==> config.mk <==
export PLATFORM = sky130hd
export DESIGN_NAME = quadrature_encoder_gen_flat
export DESIGN_NICKNAME = d
export VERILOG_FILES = /design/src/rtl/quadrature_encoder_gen_if.sv /design/src/rtl/quadrature_encoder_gen.sv /design/src/flat_wrapper.sv
export SDC_FILE = /design/constraint.sdc
export NUM_CORES = 1
export LEC_CHECK = 0
export ABC_AREA = 1
export BUFFER_PORTS_ARGS = -buffer_cell sky130_fd_sc_hd__buf_2
export CORE_MARGIN = 5
export CORE_UTILIZATION = 45
export CTS_BUF_LIST = sky130_fd_sc_hd__clkbuf_8 sky130_fd_sc_hd__clkbuf_16
export DETAILED_ROUTE_END_ITERATION = 8
export PLACE_DENSITY_LB_ADDON = 0.2
export SYNTH_ARGS = -nofsm -noshare
export SYNTH_HDL_FRONTEND = slang
export SYNTH_SLANG_ARGS = --single-unit
export TNS_END_PERCENT = 10
==> constraint.sdc <==
create_clock -name clk -period 2.2 [get_ports clk]
set_input_delay 0.33 -clock clk [delete_from_list [all_inputs] [get_ports clk]]
set_output_delay 0.33 -clock clk [all_outputs]
set_load 0.1 [all_outputs]
==> src/rtl/quadrature_encoder_gen_if.sv <==
// Command/status bundle for the quadrature edge generator.
// The master side issues move commands; the slave side drives the A/B phases and status.
interface quadrature_encoder_gen_if #(
    parameter int LEN_W = 8,
    parameter int POS_W = 8
);
    logic             enable;
    logic             abort;
    logic             move_valid;
    logic             move_dir;
    logic [LEN_W-1:0] move_len;
    logic             move_ready;
    logic             quadA;
    logic             quadB;
    logic [POS_W-1:0] position;
    logic             busy;
    logic             done;

    modport master (
        output enable, abort, move_valid, move_dir, move_len,
        input  move_ready, quadA, quadB, position, busy, done
    );

    modport slave (
        input  enable, abort, move_valid, move_dir, move_len,
        output move_ready, quadA, quadB, position, busy, done
    );
endinterface

==> src/rtl/quadrature_encoder_gen.sv <==
// Emits N Gray-stepped quadrature edges per move command, one edge every STEP_CYCLES clocks,
// tracking the same running count a downstream decoder would produce.
module quadrature_encoder_gen #(
    parameter int STEP_CYCLES = 16,
    parameter int LEN_W       = 8,
    parameter int POS_W       = 8
) (
    input  logic                     clk,
    input  logic                     rst_n,
    quadrature_encoder_gen_if.slave  bus
);
    localparam int              TMR_W  = (STEP_CYCLES > 2) ? $clog2(STEP_CYCLES) : 1;
    localparam logic [TMR_W-1:0] RELOAD = TMR_W'(STEP_CYCLES - 1);

    localparam logic [0:0] S_IDLE = 1'b0;
    localparam logic [0:0] S_RUN  = 1'b1;

    logic [0:0]       state;
    logic             dir_q;
    logic [LEN_W-1:0] remaining;
    logic [TMR_W-1:0] timer;
    logic             qa, qb;
    logic [POS_W-1:0] pos;
    logic             done_q;
    logic             accept;
    logic             na, nb;

    // abort in IDLE swallows a simultaneous request
    assign accept = (state == S_IDLE) && bus.move_valid && !bus.abort;

    // Up walks 00->10->11->01; down walks the same ring backwards.
    assign na = dir_q ? ~qb : qb;
    assign nb = dir_q ? qa  : ~qa;

    always_ff @(posedge clk or negedge rst_n) begin
        if (!rst_n) begin
            state     <= S_IDLE;
            dir_q     <= 1'b0;
            remaining <= '0;
            timer     <= '0;
            qa        <= 1'b0;
            qb        <= 1'b0;
            pos       <= '0;
            done_q    <= 1'b0;
        end else begin
            done_q <= 1'b0;
            case (state)
                S_IDLE: begin
                    if (accept) begin
                        if (bus.move_len != '0) begin
                            dir_q     <= bus.move_dir;
                            remaining <= bus.move_len;
                            timer     <= RELOAD;
                            state     <= S_RUN;
                        end else begin
                            done_q <= 1'b1;
                        end
                    end
                end
                S_RUN: begin
                    if (bus.abort) begin
                        // abort beats a same-cycle edge: phase and count stay put
                        state     <= S_IDLE;
                        remaining <= '0;
                        timer     <= '0;
                    end else if (bus.enable) begin
                        if (timer != '0) begin
                            timer <= timer - TMR_W'(1);
                        end else begin
                            qa        <= na;
                            qb        <= nb;
                            pos       <= dir_q ? pos + POS_W'(1) : pos - POS_W'(1);
                            remaining <= remaining - LEN_W'(1);
                            timer     <= RELOAD;
                            if (remaining == LEN_W'(1)) begin
                                done_q <= 1'b1;
                                state  <= S_IDLE;
                            end
                        end
                    end
                end
                default: state <= S_IDLE;
            endcase
        end
    end

    assign bus.move_ready = (state == S_IDLE);
    assign bus.busy       = (state == S_RUN);
    assign bus.quadA      = qa;
    assign bus.quadB      = qb;
    assign bus.position   = pos;
    assign bus.done       = done_q;
endmodule

==> src/flat_wrapper.sv <==
// flat-port wrapper written by rule: the top's interface ports become plain ports
module quadrature_encoder_gen_flat 
#(
    parameter int STEP_CYCLES = 16,
    parameter int LEN_W       = 8,
    parameter int POS_W       = 8
)
  (clk, rst_n, bus_enable, bus_abort, bus_move_valid, bus_move_dir, bus_move_len, bus_move_ready, bus_quadA, bus_quadB, bus_position, bus_busy, bus_done);
  quadrature_encoder_gen_if #(.LEN_W(LEN_W), .POS_W(POS_W)) bus_i ();
  input  logic clk;
  input  logic rst_n;
  input wire logic [$bits(bus_i.enable)-1:0] bus_enable;
  input wire logic [$bits(bus_i.abort)-1:0] bus_abort;
  input wire logic [$bits(bus_i.move_valid)-1:0] bus_move_valid;
  input wire logic [$bits(bus_i.move_dir)-1:0] bus_move_dir;
  input wire logic [$bits(bus_i.move_len)-1:0] bus_move_len;
  output wire logic [$bits(bus_i.move_ready)-1:0] bus_move_ready;
  output wire logic [$bits(bus_i.quadA)-1:0] bus_quadA;
  output wire logic [$bits(bus_i.quadB)-1:0] bus_quadB;
  output wire logic [$bits(bus_i.position)-1:0] bus_position;
  output wire logic [$bits(bus_i.busy)-1:0] bus_busy;
  output wire logic [$bits(bus_i.done)-1:0] bus_done;
  assign bus_i.enable = bus_enable;
  assign bus_i.abort = bus_abort;
  assign bus_i.move_valid = bus_move_valid;
  assign bus_i.move_dir = bus_move_dir;
  assign bus_i.move_len = bus_move_len;
  assign bus_move_ready = bus_i.move_ready;
  assign bus_quadA = bus_i.quadA;
  assign bus_quadB = bus_i.quadB;
  assign bus_position = bus_i.position;
  assign bus_busy = bus_i.busy;
  assign bus_done = bus_i.done;
  quadrature_encoder_gen #(.STEP_CYCLES(STEP_CYCLES), .LEN_W(LEN_W), .POS_W(POS_W)) u_core (.clk(clk), .rst_n(rst_n), .bus(bus_i));
endmodule
After elaboration in Yosys (flattened, before gate mapping)
Cells that the tools add are included.
- reductions and logical operators: 9
- bitwise logic cells: 5
- multiplexer cells: 29
- add/sub/neg operators: 4
- eq/ne operators: 5
- operators by type and width (kind ; number):
    $mux 8 ; 6
    $mux 4 ; 5
    $pmux 8 s2 ; 1
    $sub 8x1->8 const B ; 2
    $mux 1 ; 14
    $add 8x1->8 const B ; 1
    $eq 8x1->1 const B ; 1
    $pmux 4 s2 ; 1
    $reduce_and 4->1 ; 2
    $reduce_bool 8->1 ; 1
    $ne 3x3->1 const B ; 2
    $reduce_and 3->1 ; 2
    $not 1->1 ; 5
    $ne 2x1->1 const B ; 2
    $pmux 1 s2 ; 2
    $reduce_bool 4->1 ; 1
    $sub 4x1->4 const B ; 1
    $logic_and 1x1->1 ; 2
    $logic_not 1->1 ; 1
- word-level logic and storage cells: 60
- bits in registers: 25

Logic depth before layout (Yosys ltp)
- depth in word-level cells: 6
- mapped depth: 10
- mapped depth without buffers: 10

Least setup slack after synthesis
No wires, ideal clock.
- path kind: register -> register
- from: register u_core.state (netlist: u_core.bus.busy)
- to: register u_core.pos[3] (netlist: u_core.bus.position[3])
- data arrival time: 2.160 ns
- cell stages (with the launch flop): 9
- setup slack: -0.085 ns
- period minus slack after synthesis: 2.285 ns
- buffers on the path: 1
- cell sequence: dfrtp_1 -> inv_4 -> nor2_8 -> inv_4 -> nor2_8 -> inv_4 -> buf_8 -> nand2_1 -> o21ai_1
- longest elaborated chain between the ends: 1
- ends and longest elaborated chain (what ; RTL line ; source):
    start: declaration ; quadrature_encoder_gen.sv:18 ; logic [0:0] state;
    start signal: assignment ; quadrature_encoder_gen.sv:37 ; state <= S_IDLE;
    start signal: assignment ; quadrature_encoder_gen.sv:54 ; state <= S_RUN;
    start signal: assignment ; quadrature_encoder_gen.sv:63 ; state <= S_IDLE;
    $reduce_and 4->1 (no source line) ; n/a ;
    end signal: assignment ; quadrature_encoder_gen.sv:72 ; pos <= dir_q ? pos + POS_W'(1) : pos - POS_W'(1);
    end: declaration ; quadrature_encoder_gen.sv:23 ; logic [POS_W-1:0] pos;
Every way passes these cells.
A chain may end at the register's enable or synchronous reset.

Final worst setup path
- from: register u_core.dir_q
- to: register u_core.pos[7] (netlist: u_core.bus.position[7])
- longest elaborated chain between the ends: 1
- ends and longest elaborated chain (what ; RTL line ; source):
    start: declaration ; quadrature_encoder_gen.sv:19 ; logic dir_q;
    start signal: assignment ; quadrature_encoder_gen.sv:51 ; dir_q <= bus.move_dir;
    $mux 8 ; quadrature_encoder_gen.sv:72 ;
Every way passes these cells.

==> results.toml <==
[detailed_routing]
ant_nets = 0
wirelength_um = 3760
drc = 0
drt_first_iter_violations = 99
firstDrtPassIters = 4
wire_per_inst_um = 11.7
via_count = 1608
viasPerCell = 5.03

[setup_path]
path_buf_inv = 1
worstSetupEndpoint = "u_core.bus.position[7]"
critPathMaxFanout = 7
path_common_cell = "nand2_1"
ff2ff_path_depth = 10
startpoint = "u_core.dir_q"
cp.required_ns = 2.36
path_depth = 10
cp_slowest_cell = "dfrtp_1"
reg2reg_to = "u_core.bus.position[7]"
path_delay_family = "flip-flops"
cp_data_arrival_time_ns = 1.90
rrSetupSlack_ns = 0.46
cp_cell_sequence = "inv_1, ha_1, a21oi_1, nand2_1, nand2_1, nand2_1, nand2_1, nand2_1, nand2_1, nand2_1"
cp-end-kind = "flip-flop"
cp-start-kind = "flip-flop"
critPathKind = "flip-flop to flip-flop"
worstReg2RegStart = "u_core.dir_q"
worst_path_largest_cell_delay_ns = 0.46

[global_route]
grt_max_degree = 26
grt_pass1_vias = 1451
grt.total_usage_pct = 14.9
grt_overflow_total = 0
antenna_found_initial = 0
grt_pass1_wl_um = 6360

[synthesis]
synth.area.top_cells = "dfrtp_1 36%, nand2_1 19%, ha_1 6.4%, inv_1 6.4%, nand3_1 4.6%"
synth_top_area_share_pct = 35.7
synth-edff-count = 0
synth.net_count = 267
syn_avg_cell_area_sq_um = 7.21
ys_seq_area_share_pct = 35.7
async_flop_share_pct = 100
syn_inst = 243
post-synth-top-area-cell = "dfrtp_1"
yosysUniqueCellTypes = 27
synth-main-ff-cell = "dfrtp_1"
syn-cell-area_sq_um = 1750
ys_ff_latch = 25
yosys_warnings = 0

[cts]
post_cts_buffers = 0
clk_pin_slew_ns = 0.09
cts_tree = "done"
cts-htree-levels = 1
cts_hold_buf = 0
cts.path.max_buffers = 2
cts_made_buffers = 3
clock-sinks = 25
cts_resized = 0
clock_latency_ns = 0.27
cts_root_buf = "clkbuf_8"

[die]
rows = 22
die_w_um = 72.4
core_area_sq_um = 3720
die_h_um = 72.4
die_area_sq_um = 5240
ioPinCount = 27
start_util_pct = 47.1

[timing]
tightest_slew_ns = 0.602
maxSlewViolCount = 0
final.setup_skew_ns = 0.00745
setup_viol = 0
hold_violations = 0
rsz0062_at_grt = "false"
finalSetupTns_ns = 0
slew_headroom_pct = 59.9
fmax_ghz = 0.574
fin_crit_sh_pct = 79.2
post-route-min-period_ns = 1.74

[flow_run]
cap_violations = 0

[power_and_ir_drop]
clkPwrFrac_pct = 15.4
power_leakage_nw = 1.14
p_switching_uw = 821
ir_drop_v = 0.000411
powerDensity_nw_per_um2 = 879
swShare_pct = 47.3
seqPwrFrac_pct = 38.1
intPower_uw = 913
comb_power_share_pct = 46.5

[layout]
multi_input_comb_area_sq_um = 976
final_area_sq_um = 1970
fillers = 385
diodes = 0
seq_area_sq_um = 627
final_common_cell = "nand2_1"
final_util_pct = 53.1
drive_gt1_share_pct = 16.9
fin_nets = 297
final_cell_mix = "89 x nand2_1, 31 x inv_1, 26 x buf_2"
area_growth_pct = 12.6

[placed_design]
dpl_cell_area_sq_um = 1930
io_buffers = 26
dp_hpwl_um = 2880
place.gp.congestion = 0.899

[worst_hold_path]
holdCritPathClass = "primary input to async pin"

[run_status]
run_status = "finished clean"
-- synthesized netlist by cell type (3+ instances only) --
master   number
nand2_1      89
nor2_1       16
inv_4         3
nand3_1      16
nand4_1       4
o21ai_0      12
dfrtp_1      25
xnor2_1       3
a21oi_1       8
xor2_1        4
o21ai_2       6
inv_1        30
ha_1          9
-- worst min path at each step --
| stage | startpoint | to | slack [ns] | cells after the start |
|---|---|---|---|---|
| after floorplan | rst_n | u_core.bus.busy | 0.03 | 0 |
| after global placement | rst_n | u_core.timer[3] | 0.37 | 1 |
| after detailed placement | rst_n | u_core.timer[3] | 0.37 | 1 |
| after CTS | rst_n | u_core.timer[3] | 0.06 | 1 |
| after global routing | rst_n | u_core.timer[3] | 0.08 | 1 |
| final | rst_n | u_core.timer[3] | 0.06 | 1 |
-- registers in the layout (all words and copies together), names as in the netlist --
| register | cells |
|---|---|
| u_core.remaining | 8 |
| u_core.dir_q | 1 |
| u_core.bus.busy | 1 |
| u_core.bus.position | 8 |
| u_core.timer | 4 |
| u_core.bus.quadA | 1 |
| u_core.bus.quadB | 1 |
| u_core.bus.done | 1 |
-- power by group through the flow --
| stage | clock network (mW) | registers [mW] | logic (mW) |
|---|---|---|---|
| after floorplan | 0 | 0.845 | 0.459 |
| after global placement | 0 | 0.667 | 0.795 |
| after detailed placement | 0 | 0.669 | 0.808 |
| after CTS | 0.282 | 0.661 | 0.810 |
| after global routing | 0.298 | 0.678 | 0.896 |
| final | 0.268 | 0.660 | 0.807 |
-- routing by layer --
metal | global-route usage [%] | vias to the layer above | share of wire (%)
met4 | 3.07 | 0 | 0.59
met3 | 3.32 | 2 | 6.1
li1 | - | 835 | -
met5 | 0 | - | 0
met2 | 24.9 | 44 | 45
met1 | 19.9 | 727 | 48
-- stage by stage --
| stage | hold slack, ns | instances | total power [mW] | setup WS [ns] |
|---|---|---|---|---|
| floorplan | 0.0344 | 243 | 1.30 | 0.107 |
| global placement | 0.366 | 316 | 1.46 | 0.511 |
| detailed placement | 0.370 | 316 | 1.48 | 0.463 |
| CTS | 0.0637 | 320 | 1.75 | 0.452 |
| global route | 0.0800 | 320 | 1.87 | 0.259 |
| finish | 0.0552 | 320 | 1.73 | 0.458 |
-- worst register-to-register path, cell delays in order, from the launching register on --
cell	delay [ns]
dfrtp_1	0.46
inv_1	0.19
ha_1	0.38
a21oi_1	0.15
nand2_1	0.11
nand2_1	0.10
nand2_1	0.06
nand2_1	0.06
nand2_1	0.05
nand2_1	0.05
nand2_1	0.04
-- final cells by class --
class                   count  area share (%)
repair buffers             26            6.59
clock buffers               3            2.09
inverters                  34            6.85
flip-flops and latches     25            31.8
clock inverters             1           0.190
multi-input cells         183            49.5
well taps                  48            3.04
-- cell families (layout without fill, tap and decap cells) --
family | count (synthesis) | count (layout) | synth area share [%]
and+or+nand+nor | 133 | 133 | 33.4
adders and majority gates | 10 | 10 | 7.57
AOI/OAI and AO/OA | 33 | 33 | 11.3
DFF | 25 | 25 | 35.7
buffers and inverters | 35 | 64 | 8.57
xor gates and xnor gates | 7 | 7 | 3.50
(Power assumes the default switching activity.)
